<file path="src/rtl/banner_scroll_ctrl.sv">
// Banner scroll controller: programmable-rate step prescaler, idle/run/pause FSM
// and a position tracker with modulo wrap or ping-pong (bounce) reversal.
module banner_scroll_ctrl #(
   parameter int unsigned BASE_DIV = 6_250_000,
   parameter int unsigned MSG_LEN  = 10,
   parameter int unsigned POS_W    = 4,
   parameter int unsigned CNT_W    = 26
) (
   input  logic             clk,
   input  logic             reset,
   input  logic             start_stop,
   input  logic             clear,
   input  logic             dir_toggle,
   input  logic             faster,
   input  logic             slower,
   input  logic             bounce,
   output logic             enable,
   output logic             dir,
   output logic             running,
   output logic [1:0]       speed,
   output logic [POS_W-1:0] pos
);

   typedef enum logic [1:0] {IDLE, RUN, PAUSE} state_t;

   localparam logic [POS_W-1:0] LAST = POS_W'(MSG_LEN - 1);

   state_t           state_q, state_d;
   logic [CNT_W-1:0] cnt_q, cnt_d, period_m1;
   logic             en_q, en_d;
   logic             dir_q, dir_d;
   logic             run_q, run_d;
   logic [1:0]       speed_q, speed_d;
   logic [POS_W-1:0] pos_q, pos_d, pos_step;
   logic             flip;

   always_ff @(posedge clk or negedge reset) begin
      if (!reset) begin
         state_q <= IDLE;
         cnt_q   <= '0;
         en_q    <= 1'b0;
         dir_q   <= 1'b0;
         run_q   <= 1'b0;
         speed_q <= '0;
         pos_q   <= '0;
      end else begin
         state_q <= state_d;
         cnt_q   <= cnt_d;
         en_q    <= en_d;
         dir_q   <= dir_d;
         run_q   <= run_d;
         speed_q <= speed_d;
         pos_q   <= pos_d;
      end
   end

   always_comb begin
      state_d   = state_q;
      cnt_d     = cnt_q;
      en_d      = 1'b0;
      speed_d   = speed_q;
      pos_d     = pos_q;
      pos_step  = pos_q;
      flip      = 1'b0;
      period_m1 = (CNT_W'(BASE_DIV) << speed_q) - CNT_W'(1);

      // >= rather than == so a speed decrease that strands the count above
      // the new terminal value still fires on the next edge.
      case (state_q)
         IDLE: begin
            cnt_d = '0;
            if (start_stop) state_d = RUN;
         end
         RUN: begin
            if (cnt_q >= period_m1) begin
               cnt_d = '0;
               en_d  = 1'b1;
            end else begin
               cnt_d = cnt_q + CNT_W'(1);
            end
            if (start_stop) state_d = PAUSE;
         end
         PAUSE: begin
            if (start_stop) state_d = RUN;
         end
         default: state_d = IDLE;
      endcase

      // The step always wraps modulo MSG_LEN; in bounce mode the flip keeps
      // the walk inside the path, and an out-of-path start just wraps once.
      if (en_q) begin
         if (!dir_q) pos_step = (pos_q == LAST) ? '0 : pos_q + POS_W'(1);
         else        pos_step = (pos_q == '0) ? LAST : pos_q - POS_W'(1);
         pos_d = pos_step;
         flip  = bounce && (dir_q ? (pos_step == '0) : (pos_step == LAST));
      end
      dir_d = dir_q ^ dir_toggle ^ flip;

      if (faster && !slower && speed_q != 2'd0)
         speed_d = speed_q - 2'd1;
      else if (slower && !faster && speed_q != 2'd3)
         speed_d = speed_q + 2'd1;

      if (clear) begin
         state_d = IDLE;
         cnt_d   = '0;
         en_d    = 1'b0;
         pos_d   = '0;
         dir_d   = 1'b0;
      end
      run_d = (state_d == RUN);
   end

   assign enable  = en_q;
   assign dir     = dir_q;
   assign running = run_q;
   assign speed   = speed_q;
   assign pos     = pos_q;

endmodule

</file>
<file path="config.mk">
export PLATFORM = sky130hd
export DESIGN_NAME = banner_scroll_ctrl
export DESIGN_NICKNAME = d
export VERILOG_FILES = /design/src/rtl/banner_scroll_ctrl.sv
export SDC_FILE = /design/constraint.sdc
export NUM_CORES = 1
export LEC_CHECK = 0
export CAP_MARGIN = 5
export CORE_MARGIN = 2
export CORE_UTILIZATION = 50
export CTS_CLUSTER_DIAMETER = 100
export DETAILED_ROUTE_END_ITERATION = 8
export HOLD_SLACK_MARGIN = 0.08
export PLACE_DENSITY = 0.74
export SYNTH_ARGS = -nofsm -noshare
export SYNTH_HDL_FRONTEND = slang
export SYNTH_SLANG_ARGS = --single-unit
</file>
<file path="constraint.sdc">
create_clock -name clk -period 2.8 [get_ports clk]
set_input_delay 0.84 -clock clk [delete_from_list [all_inputs] [get_ports clk]]
set_output_delay 0.84 -clock clk [all_outputs]
set_load 0.02 [all_outputs]
</file>
==> out/results.ini <==
[hold_path]
hp-class=in -> async

[global_routing]
grt_pass1_vias=2367
globalRouteTotalUtil_pct=23.4
antenna_found_initial=0
grt_pass1_wl_um=11100
grt_start_max_net_pins=23
grt_remaining_overflow=0

[finish]
area_delta_synth_final_pct=26.0
post-route-util_pct=65.6
drive_above_1_share_pct=23.1
final_area_um2=3350
layout.area.seq_um2=928
n_antenna_cell=0
n_fill_cell=413
multiInputGateArea_um2=1760
finalNonFillerCells=403
nets=362

[power]
combPwrFrac_pct=33.3
internal_power_mw=0.990
p_leak_nw=1.43
switching_power_mw=0.447
power.share.clock_pct=26.5
switching_share_pct=31.1
p_total_mw=1.44
max-vdd-ir-drop_mv=0.287
power_frac_seq_pct=40.2
p_per_area_nw_per_um2=429

[sta]
relSlewSlack_pct=59.0
setup_ws_ps=-34.1
finalCritPeriodShare_pct=101
fmax_mhz=353
setup_viol=12
rsz0062_at_grt=true
finalCriticalPeriod_ps=2830
drv_slew=0
tightest_slew_ps=613
hold_ws_ps=470
setup_tns_ps=-202
fin_worst_skew_ps=4.65
finalHoldViolCount=0

[critical_path]
critPathKind=reg -> reg
setup.worst_path.start_class=flop
worstPathMaxFanout=9
arrival_ps=3060
crit_family=simple AND/OR/NAND/NOR gates
max_stage_delay_ps=530
worst-path-buf-inv=3
cp_data_required_time_ps=3030
endpoint_kind=flop
path_cells=buf_4, and2_4, inv_1, ha_1, a21oi_2, o211ai_1, a2bb2oi_2, or4_4, buf_12, or3_1, nand3_1
slowest_stage=or4_4

[flow_run]
maxCapViolations=0

[die]
die_w_um=77.0
core-area_um2=5110
ios=17
start_util_pct=52.1
fp-row-count=26
die_y_um=77.0
die_area_um2=5920

[route]
drcViolationCount=0
via_count=2390
routed-wl-met2_um=3360
wirelength_um=6640
ant_nets=0
firstDrtPassIters=4
vias_per_cell=5.93
routedLengthMet1_um=2990
highest_layer=met4
wl_met3_um=222
drt_iter0_drc=164
avgRoutedWirePerCell_um=16.5

[placement]
placed_area_um2=3010
dp_slack_ps=-191
dp_hpwl_um=4590
dp.cells=392
portBuffers=16
place_congestion=0.837

[synthesis]
synth.ff_latch_count=37
synth-edff-count=0
synthFlopType=dfrtp_1
synthDominantCellAreaShare_pct=34.8
synth_top_area_cell=dfrtp_1
synth_cell_types=53
ys_seq_area_share_pct=34.8
yosys_warnings=0
synth_cells=301
avgSynthCellArea_um2=8.84
synth_area_leaders=dfrtp_1, ha_1, o311ai_2, nand3_1, nand2_1
syn_area_um2=2660
synthArstFlopShare_pct=100

[outcome]
violations=setup timing
status=finished, violations left

[clock_tree]
numCtsBuffers=5
cts.sinks=37
htree_levels=2
clock_insertion_delay_worst_skew_ps=290
cts_root_buffer=clkbuf_8
cts_tree=done
clk_pin_slew_ps=70
cts.path.max_buffers=2

[cell families after synthesis]
family / Yosys count / synth area share [%]
and+or+nand+nor: 127 / 24.8
AOI/OAI and AO/OA: 70 / 20.8
DFF: 37 / 34.8
buffers and inverters: 34 / 6.11
adders and majority gates: 21 / 9.87
xor gates and xnor gates: 8 / 2.63
other: 2 / 0.282
muxes: 2 / 0.752
[power groups by stage]
stage	combinational (mW)	sequential [mW]	clock, mW
global placement	0.365	0.589	0
floorplan	0.250	0.590	0
finish	0.478	0.578	0.381
detailed placement	0.385	0.590	0
CTS	0.418	0.579	0.391
global route	0.524	0.583	0.408
[registers in the layout (all words and copies together), names as in the netlist]
signal   flops
cnt_q       26
dir          1
state_q      2
pos          4
enable       1
speed        2
running      1
[path summary, 6_finish.rpt]
kind,startpoint,end,slack (ps),cells past startpoint
max,speed[1],cnt_q[22],-30,11
min,reset,cnt_q[22],470,1
max reg2reg,speed[1],cnt_q[22],-30,11
min reg2reg,cnt_q[0],cnt_q[0],560,1
max in group asynchronous,reset,cnt_q[19],1690,2
min in group clk,cnt_q[0],cnt_q[0],560,1
[metal layers]
metal | track usage (%) | vias to the layer above
met5 | 0 | -
li1 | - | 1166
met1 | 31.3 | 1172
met2 | 38.6 | 44
met4 | 7.64 | 0
met3 | 4.00 | 8
[timing repair]
action / in CTS / in global routing
hold buffers: 0 / 0
buffers inserted: 0 / 3
endpoints found under the setup margin: 25 / 25
gates resized for setup: 22 / 20
pin swaps: 2 / 6
cloned: 1 / 0
[cell type report]
class | instances | share of cell area (%)
well taps | 70 | 2.61
repair buffers | 42 | 12.7
multi-input cells | 231 | 52.6
clock buffers | 7 | 2.58
inverters | 16 | 1.79
flip-flops and latches | 37 | 27.7
[placed cells by master (no fill, tap or decap), types with 4 or more instances in the layout]
master / netlist / layout
dfrtp_1: 37 / 35
clkbuf_8: 0 / 6
nor2b_1: 4 / 4
o311ai_2: 9 / 9
nand3_1: 29 / 29
nor3_1: 9 / 6
or3_1: 6 / 6
o21ai_0: 13 / 8
a21o_1: 5 / 5
xnor2_1: 7 / 7
nand2_1: 31 / 31
clkdlybuf4s50_1: 0 / 15
buf_6: 4 / 5
inv_1: 16 / 14
ha_4: 0 / 4
ha_1: 21 / 16
nor2_1: 16 / 16
a21oi_1: 15 / 11
nand4_1: 6 / 6
buf_4: 1 / 17
o21ai_1: 2 / 5
[synthesized netlist by cell type, drive strengths merged, types with 2 or more instances]
library cell,number
a211oi,2
a21o,5
a21oi,15
a22oi,3
a31oi,2
and2,4
and3,3
and4,3
buf,6
clkbuf,12
conb,2
dfrtp,37
ha,21
inv,16
mux2i,2
nand2,31
nand2b,2
nand3,29
nand4,6
nand4b,2
nor2,16
nor2b,5
nor3,9
nor3b,4
nor4,2
o211ai,2
o21a,3
o21ai,15
o311ai,12
or2,2
or3,6
xnor2,7
[worst register-to-register path: cells and delay by family, from the launching register on]
kind                       cells  cell delay (ps)
AOI/OAI and AO/OA              3              510
adders and majority gates      1              270
buffers and inverters          3              460
DFF                            1              430
and+or+nand+nor                4             1100
Note: power is estimated with default switching activity, not from simulation.
